==> src/rtl/vdc_cpu_port.sv <==
// Laser 500 VDC CPU port: posted VRAM write FIFO, CPU read path, video-priority RAM arbiter and VDC registers.
// Optional vertical-blank interrupt is compiled in when VDC_IRQ_EN is defined.
module vdc_cpu_port #(
  parameter int ADDR_W     = 14,
  parameter int FIFO_DEPTH = 4
) (
  input  logic              F14M,
  input  logic              reset,
  input  logic              cpu_wr,
  input  logic              cpu_rd,
  input  logic [ADDR_W-1:0] cpu_addr,
  input  logic [7:0]        cpu_data,
  output logic              cpu_wait,
  output logic [7:0]        cpu_rd_data,
  output logic              cpu_rd_valid,
  output logic              cpu_overrun,
  input  logic              io_wr,
  input  logic [1:0]        io_addr,
  input  logic [7:0]        io_data,
  input  logic              vid_req,
  input  logic [ADDR_W-1:0] vid_addr,
  output logic [7:0]        vid_data,
  output logic              vid_valid,
  output logic [ADDR_W-1:0] ram_addr,
  output logic              ram_we,
  output logic [7:0]        ram_wdata,
  input  logic [7:0]        ram_rdata,
  input  logic              vsync,
  output logic              irq,
  output logic              gfx_en,
  output logic [2:0]        gfx_mode,
  output logic              text80,
  output logic [3:0]        fg,
  output logic [3:0]        bg,
  output logic [3:0]        border
);

  localparam int PTR_W = $clog2(FIFO_DEPTH);
  localparam int CNT_W = PTR_W + 1;

  typedef enum logic [1:0] {IDLE_R, RD_PEND, RD_DATA} rd_state_t;

  rd_state_t         rd_state_reg, rd_state_next;
  logic [ADDR_W-1:0] fifo_addr_mem [FIFO_DEPTH];
  logic [7:0]        fifo_data_mem [FIFO_DEPTH];
  logic [PTR_W-1:0]  wr_ptr_reg, rd_ptr_reg;
  logic [CNT_W-1:0]  count_reg;
  logic [ADDR_W-1:0] rd_addr_reg;
  logic [7:0]        rd_hold_reg, vid_hold_reg;
  logic              vid_valid_reg, overrun_reg;
  logic              gfx_en_reg, text80_reg;
  logic [2:0]        gfx_mode_reg;
  logic [3:0]        fg_reg, bg_reg, border_reg;

  logic fifo_full, fifo_empty, wr_acc, rd_acc, pop, rd_issue;

  assign fifo_full  = (count_reg == CNT_W'(FIFO_DEPTH));
  assign fifo_empty = (count_reg == '0);
  // RD_DATA is the completion cycle, so a new strobe may be taken while the data is returned.
  assign cpu_wait   = fifo_full || (rd_state_reg == RD_PEND);
  assign wr_acc     = cpu_wr && !cpu_wait;
  assign rd_acc     = cpu_rd && !cpu_wr && !cpu_wait;

  // One RAM operation per cycle: video fetch, then FIFO drain, then the pending CPU read.
  always_comb begin
    ram_addr  = '0;
    ram_we    = 1'b0;
    ram_wdata = '0;
    pop       = 1'b0;
    rd_issue  = 1'b0;
    if (!reset) begin
      if (vid_req) begin
        ram_addr = vid_addr;
      end else if (!fifo_empty) begin
        ram_addr  = fifo_addr_mem[rd_ptr_reg];
        ram_wdata = fifo_data_mem[rd_ptr_reg];
        ram_we    = 1'b1;
        pop       = 1'b1;
      end else if (rd_state_reg == RD_PEND) begin
        ram_addr = rd_addr_reg;
        rd_issue = 1'b1;
      end
    end
  end

  always_comb begin
    rd_state_next = rd_state_reg;
    cpu_rd_valid  = 1'b0;
    cpu_rd_data   = rd_hold_reg;
    case (rd_state_reg)
      IDLE_R:  if (rd_acc) rd_state_next = RD_PEND;
      RD_PEND: if (rd_issue) rd_state_next = RD_DATA;
      RD_DATA: begin
        cpu_rd_valid  = !reset;
        cpu_rd_data   = ram_rdata;
        rd_state_next = rd_acc ? RD_PEND : IDLE_R;
      end
      default: rd_state_next = IDLE_R;
    endcase
  end

  assign vid_valid = vid_valid_reg && !reset;
  assign vid_data  = vid_valid_reg ? ram_rdata : vid_hold_reg;

  always_ff @(posedge F14M) begin
    if (reset) begin
      rd_state_reg  <= IDLE_R;
      wr_ptr_reg    <= '0;
      rd_ptr_reg    <= '0;
      count_reg     <= '0;
      rd_addr_reg   <= '0;
      rd_hold_reg   <= '0;
      vid_hold_reg  <= '0;
      vid_valid_reg <= 1'b0;
      overrun_reg   <= 1'b0;
      gfx_en_reg    <= 1'b0;
      gfx_mode_reg  <= 3'd5;
      text80_reg    <= 1'b0;
      fg_reg        <= 4'd15;
      bg_reg        <= 4'd1;
      border_reg    <= 4'd9;
    end else begin
      rd_state_reg  <= rd_state_next;
      vid_valid_reg <= vid_req;
      if (wr_acc) wr_ptr_reg <= wr_ptr_reg + 1'b1;
      if (pop) rd_ptr_reg <= rd_ptr_reg + 1'b1;
      count_reg <= count_reg + CNT_W'(wr_acc) - CNT_W'(pop);
      if (rd_acc) rd_addr_reg <= cpu_addr;
      if (rd_state_reg == RD_DATA) rd_hold_reg <= ram_rdata;
      if (vid_valid_reg) vid_hold_reg <= ram_rdata;
      if (((cpu_wr || cpu_rd) && cpu_wait) || (cpu_wr && cpu_rd)) overrun_reg <= 1'b1;
      if (io_wr) begin
        case (io_addr)
          2'd0: begin
            gfx_en_reg   <= io_data[3];
            gfx_mode_reg <= io_data[2:0];
            text80_reg   <= io_data[4];
          end
          2'd1: begin
            fg_reg <= io_data[7:4];
            bg_reg <= io_data[3:0];
          end
          2'd2: border_reg <= io_data[3:0];
          default: ;
        endcase
      end
    end
  end

  // FIFO storage carries no reset; the pointers alone define what is valid.
  for (genvar gi = 0; gi < FIFO_DEPTH; gi++) begin : g_fifo
    always_ff @(posedge F14M) begin
      if (wr_acc && (wr_ptr_reg == PTR_W'(gi))) begin
        fifo_addr_mem[gi] <= cpu_addr;
        fifo_data_mem[gi] <= cpu_data;
      end
    end
  end

  assign cpu_overrun = overrun_reg;
  assign gfx_en      = gfx_en_reg;
  assign gfx_mode    = gfx_mode_reg;
  assign text80      = text80_reg;
  assign fg          = fg_reg;
  assign bg          = bg_reg;
  assign border      = border_reg;

`ifdef VDC_IRQ_EN
  logic vsync_r_reg, vsync_rr_reg, irq_reg;

  always_ff @(posedge F14M) begin
    if (reset) begin
      vsync_r_reg  <= 1'b0;
      vsync_rr_reg <= 1'b0;
      irq_reg      <= 1'b0;
    end else begin
      vsync_r_reg  <= vsync;
      vsync_rr_reg <= vsync_r_reg;
      if (vsync_rr_reg && !vsync_r_reg) irq_reg <= 1'b1;
      else if (io_wr && (io_addr == 2'd3)) irq_reg <= 1'b0;
    end
  end

  assign irq = irq_reg;
`else
  logic unused_vsync;
  assign unused_vsync = vsync;
  assign irq          = 1'b0;
`endif

endmodule

==> config.mk <==
export PLATFORM = sky130hd
export DESIGN_NAME = vdc_cpu_port
export DESIGN_NICKNAME = d
export VERILOG_FILES = /design/src/rtl/vdc_cpu_port.sv
export SDC_FILE = /design/constraint.sdc
export NUM_CORES = 1
export LEC_CHECK = 0
export ABC_CLOCK_PERIOD_IN_PS = 7500
export CAP_MARGIN = 20
export CORE_MARGIN = 2
export CORE_UTILIZATION = 45
export DETAILED_ROUTE_END_ITERATION = 8
export PLACE_DENSITY = 0.71
export SETUP_SLACK_MARGIN = 0.1
export SLEW_MARGIN = 20
export SYNTH_ARGS = -nofsm -noshare
export SYNTH_HDL_FRONTEND = slang
export SYNTH_SLANG_ARGS = --single-unit
==> constraint.sdc <==
create_clock -name F14M -period 7.5 [get_ports F14M]
set_clock_uncertainty 0.2 [all_clocks]
set_input_delay 2.25 -clock F14M [delete_from_list [all_inputs] [get_ports F14M]]
set_output_delay 2.25 -clock F14M [all_outputs]
set_load 0.01 [all_outputs]
Yosys cells after proc, flatten, opt, wreduce, memory -nomap -nowiden
Memory sizes are Yosys's and may differ from the RTL's. A register that Yosys moved wholly into a read port is not among the register bits.
Cells that the tools add are included.
- $add $sub $neg: 4
- equal/unequal tests: 10
- mux-type cells: 51
- reductions and logical operators: 30
- operator list (operator ; number):
    $mux W14 ; 7
    $mux W8 ; 8
    $reduce_or A14 Y1 ; 3
    $mux W2 ; 12
    $reduce_or A8 Y1 ; 3
    $mux W1 ; 23
    $logic_and A1 B1 Y1 ; 10
    $eq A2 B2 Y1 const B ; 4
    $reduce_and A2 Y1 ; 4
    $eq A2 B1 Y1 const B ; 3
    $logic_not A2 Y1 ; 3
    $pmux W2 S3 ; 1
    $add A2 B1 Y2 const B ; 2
    $ne A2 B2 Y1 const B ; 2
    $add A3 B1 Y3 ; 1
    $eq A3 B3 Y1 const B ; 1
    $logic_not A1 Y1 ; 3
    $logic_not A3 Y1 ; 1
    $logic_or A1 B1 Y1 ; 3
    $sub A3 B1 Y3 ; 1
- flip-flop bits (word level): 58
- bits in writable memories: 88
- input bits: 61
- output and inout bits: 61
- logic and storage cells: 112
- memories kept: 2
- memory list (memory ; depth ; width ; rd ports ; clocked after Yosys merged registers in ; wr ports ; line ; text):
    fifo_addr_mem ; 4 ; 14 ; 1 ; 1 ; 1 ; 44 ; logic [ADDR_W-1:0] fifo_addr_mem [FIFO_DEPTH];
    fifo_data_mem ; 4 ; 8 ; 1 ; 1 ; 1 ; 45 ; logic [7:0] fifo_data_mem [FIFO_DEPTH];

Logic depth before layout (Yosys ltp)
- depth after elaboration: 11
- depth in mapped cells: 11
- gate-level depth less buffers: 10

Least setup slack after synthesis
OpenSTA, ideal clock, no wires.
- kind: in2out
- start: input reset
- end: output ram_addr[10]
- arrival: 3.260 ns
- data required time: 5.050 ns
- path slack: 1.790 ns
- cell stages on the path: 6
- path buffers: 3
- cells stage by stage: buf_2 > nor2_1 > and3_1 > clkbuf_2 > buf_6 > a221o_1
- longest elaborated chain between the ends: 1
- ends and longest elaborated chain (item ; line ; text):
    start: declaration ; 8 ; input logic reset,
    $mux W14 ; 71 ; if (!reset) begin
    end: declaration ; 24 ; output logic [ADDR_W-1:0] ram_addr,
No other way between the ends.

Worst setup path after layout
- start: input vid_req
- end: output ram_addr[4]
- longest elaborated chain between the ends: 2
- ends and longest elaborated chain (item ; line ; text):
    start: declaration ; 20 ; input logic vid_req,
    $mux W14 ; 72 ; if (vid_req) begin
    $mux W14 ; 71 ;
No other way between the ends.

==> impl_metrics.sql <==
INSERT INTO impl_metrics (metric_group, metric, value, unit) VALUES
('global_route', 'wire_length_of_the_first_global_routing_pass', '20.7', 'mm'),
('sta', 'post-route-period-util', '0.908', ''),
('global_route', 'overflow', '0', ''),
('cts', 'clock_tree.htree_level_count', '4', ''),
('detailed_routing', 'ant_nets', '0', ''),
('pwr', 'max-vdd-ir-drop', '0.000131', 'V'),
('pwr', 'seq_power_share', '0.445', ''),
('placed_design', 'pre_cts_slack', '0.708', 'ns'),
('yosys', 'ys.warnings.count', '0', ''),
('pwr', 'clock_power_frac', '0.346', ''),
('yosys', 'yosysTopAreaCell', 'sky130_fd_sc_hd__edfxtp_1', ''),
('pwr', 'power.share.combinational', '0.209', ''),
('run', 'number_of_max_cap_violations', '0', ''),
('cts', 'worst_skew_pair.late_latency', '0.41', 'ns'),
('yosys', 'syn-mean-instance-area', '14.5', 'um^2'),
('final_layout', 'final_util', '0.601', ''),
('cts', 'number_of_buffers_created_by_cts', '17', ''),
('final_layout', 'largest_register_ffs', '56', ''),
('worst_setup_path', 'crit_path_capture_type', 'primary output', ''),
('yosys', 'post_synth_main_area_contributors', 'sky130_fd_sc_hd__edfxtp_1 (44%), sky130_fd_sc_hd__dfxtp_1 (20%), sky130_fd_sc_hd__mux4_2 (5.6%)', ''),
('die', 'initial_core_util', '0.458', ''),
('cts', 'cts-hold-fix-buffers', '0', ''),
('yosys', 'synthCells', '416', ''),
('worst_setup_path', 'path_common_cell', 'sky130_fd_sc_hd__clkdlybuf4s50_1', ''),
('detailed_routing', 'drt_drc_violations_left', '0', ''),
('detailed_routing', 'via_count_of_the_routed_design', '3868', ''),
('worst_setup_path', 'worst_path_slowest_cell', 'sky130_fd_sc_hd__clkdlybuf4s50_1', ''),
('sta', 'final_max_tran_viols', '0', ''),
('cts', 'clock-root-buffer', 'sky130_fd_sc_hd__clkbuf_16', ''),
('global_route', 'largest_net_degree_at_the_start_of_global_routing', '50', ''),
('yosys', 'dominantRegCellSynth', 'sky130_fd_sc_hd__edfxtp_1', ''),
('pwr', 'power.share.switching', '0.252', ''),
('die', 'std_cell_rows', '42', ''),
('sta', 'shortest_period_the_worst_path_allows', '6.81', 'ns'),
('worst_setup_path', 'critPathLaunchType', 'input pin', ''),
('yosys', 'area_share_of_the_leading_cell_type_in_the_synthesized_netlist', '0.438', ''),
('worst_setup_path', 'critical_path.cell_chain', 'clkdlybuf4s50_1, nor2_1, and3_1, buf_4, a221o_1, clkdlybuf4s50_1', ''),
('detailed_routing', 'wl_per_cell', '18.0', 'um'),
('final_layout', 'final_layout_size_suffix_gt1_frac', '0.138', ''),
('yosys', 'number_of_flops_mapped_to_enable_cells_by_yosys', '88', ''),
('sta', 'finalSetupTns', '0', 'ns'),
('pwr', 'power_per_cell_area', '279', 'mW/mm^2'),
('detailed_routing', 'drt_pass1_iterations', '5', ''),
('yosys', 'synth-seq-cells', '148', ''),
('cts', 'tritoncts', 'yes', ''),
('pwr', 'p_switching', '559', 'uW'),
('sta', 'clock.fmax', '147', 'MHz'),
('global_route', 'grt_antenna_before_repair', '1', ''),
('cts', 'cts.clk_slew.worst_paths', '0.05', 'ns'),
('global_route', 'grt.total_usage', '0.191', ''),
('die', 'die_width', '120', 'um'),
('worst_setup_path', 'worst-endpoint-required', '5.05', 'ns'),
('yosys', 'post_synth_instance_area', '0.00603', 'mm^2'),
('placed_design', 'numPortBuffers', '119', ''),
('worst_setup_path', 'critPathMaxFanout', '8', ''),
('sta', 'worst_slew_pin_slew', '1.11', 'ns'),
('sta', 'setup_violations', '0', ''),
('die', 'fp.coreArea', '0.0132', 'mm^2'),
('outcome', 'run_status', 'complete, no violations', ''),
('die', 'die_area', '0.0144', 'mm^2'),
('sta', 'slew-limit-headroom', '0.262', ''),
('global_route', 'grt_pass1_vias', '4033', ''),
('pwr', 'report.power.total', '2220', 'uW'),
('sta', 'grt_setup_unrepaired', 'no', ''),
('placed_design', 'placed_cells_incl_taps', '694', ''),
('yosys', 'synth.net_count', '484', ''),
('pwr', 'cellLeakagePower', '0.00279', 'uW'),
('cts', 'post_cts_resize_count', '0', ''),
('worst_setup_path', 'worstPathArrival', '4.36', 'ns'),
('worst_setup_path', 'timing.setup.critical_path_class', 'input pin to primary output', ''),
('detailed_routing', 'vias_per_cell', '5.32', '');
-- worst paths after layout --
kind / slack (ns) / end / start / cells after the start
setup / recovery: 0.69 / ram_addr[4] / vid_req / 6
hold reg to reg: 0.26 / bg[1]$_SDFFE_PP0P_ / bg[1]$_SDFFE_PP0P_ / 2
setup reg to reg: 4.43 / count_reg[2]$_SDFF_PP0_ / count_reg[1]$_SDFF_PP0_ / 10
hold / removal: 0.26 / bg[1]$_SDFFE_PP0P_ / bg[1]$_SDFFE_PP0P_ / 2
-- per-stage QoR --
| step | hold WS [ns] | instance area [um^2] |
|---|---|---|
| after floorplan | 0.248 | 6030 |
| after CTS | 0.266 | 7920 |
| after global placement | 0.242 | 7380 |
| after global routing | 0.290 | 7930 |
| after detailed placement | 0.253 | 7380 |
| final | 0.261 | 7930 |
-- power groups by stage --
stage / clock [uW] / combinational (uW) / sequential [uW]
2_1_floorplan: 0 / 298 / 988
3_3_place_gp: 0 / 458 / 995
3_5_place_dp: 0 / 467 / 1000
4_1_cts: 780 / 469 / 985
5_1_grt: 817 / 504 / 994
6_report: 767 / 462 / 987
-- area by class of cell --
| class | instances | area, um^2 |
|---|---|---|
| Multi-Input combinational cell | 230 | 2020 |
| Clock inverter | 6 | 56.3 |
| Clock buffer | 26 | 479 |
| Antenna cell | 1 | 2.50 |
| Fill cell | 1026 | 5260 |
| Sequential cell | 148 | 3840 |
| Timing Repair Buffer | 131 | 1280 |
| Inverter | 9 | 33.8 |
| Tap cell | 176 | 220 |
-- cell usage in the layout, fill, tap and decap left out, drive strengths merged, types with 4 or more instances in the layout --
cell,count
a211o,4
a21oi,22
a221o,14
and2,26
buf,13
clkbuf,26
clkdlybuf4s50,118
clkinv,4
dfxtp,60
edfxtp,88
ha,6
inv,9
mux2,17
mux2i,5
mux4,22
nand2,17
nand3b,7
nand4,15
nor2,11
nor2b,26
nor3,4
o31ai,15
-- logic make-up (layout without fill, tap and decap cells) --
family / after synthesis / in the layout / synth area share
AO/OA/AOI/OAI: 59 / 59 / 0.0709
XOR/XNOR: 2 / 2 / 0.00290
adder cells (fa/ha/maj): 7 / 7 / 0.0158
buffers and inverters: 38 / 172 / 0.0307
flip-flops: 148 / 148 / 0.637
multiplexers: 44 / 44 / 0.127
other: 1 / 2 / 0.000621
AND/OR/NAND/NOR: 117 / 117 / 0.115
-- Yosys cell counts (9+ instances only) --
master,number
sky130_fd_sc_hd__and2_1,26
sky130_fd_sc_hd__nand4_1,15
sky130_fd_sc_hd__nor2_1,11
sky130_fd_sc_hd__nor2b_1,26
sky130_fd_sc_hd__nand2_1,17
sky130_fd_sc_hd__dfxtp_1,60
sky130_fd_sc_hd__mux4_2,15
sky130_fd_sc_hd__a221o_1,14
sky130_fd_sc_hd__clkbuf_1,14
sky130_fd_sc_hd__a21oi_1,22
sky130_fd_sc_hd__o31ai_1,15
sky130_fd_sc_hd__edfxtp_1,88
sky130_fd_sc_hd__mux2_2,16
sky130_fd_sc_hd__inv_1,9
-- layer usage --
layer | GRT usage | vias up | wire length (um)
met1 | 0.235 | 1901 | 5540
met4 | 0.0544 | 0 | 100
li1 | - | 1823 | -
met2 | 0.316 | 134 | 6460
met5 | 0 | - | 0
met3 | 0.0732 | 10 | 955
-- worst max-delay path, delay by kind of cell --
kind | cells | cell delay (ns)
buffers and inverters | 3 | 1.34
AND/OR/NAND/NOR | 2 | 0.41
AO/OA/AOI/OAI | 1 | 0.35
Note: power is estimated with default switching activity, not from simulation.
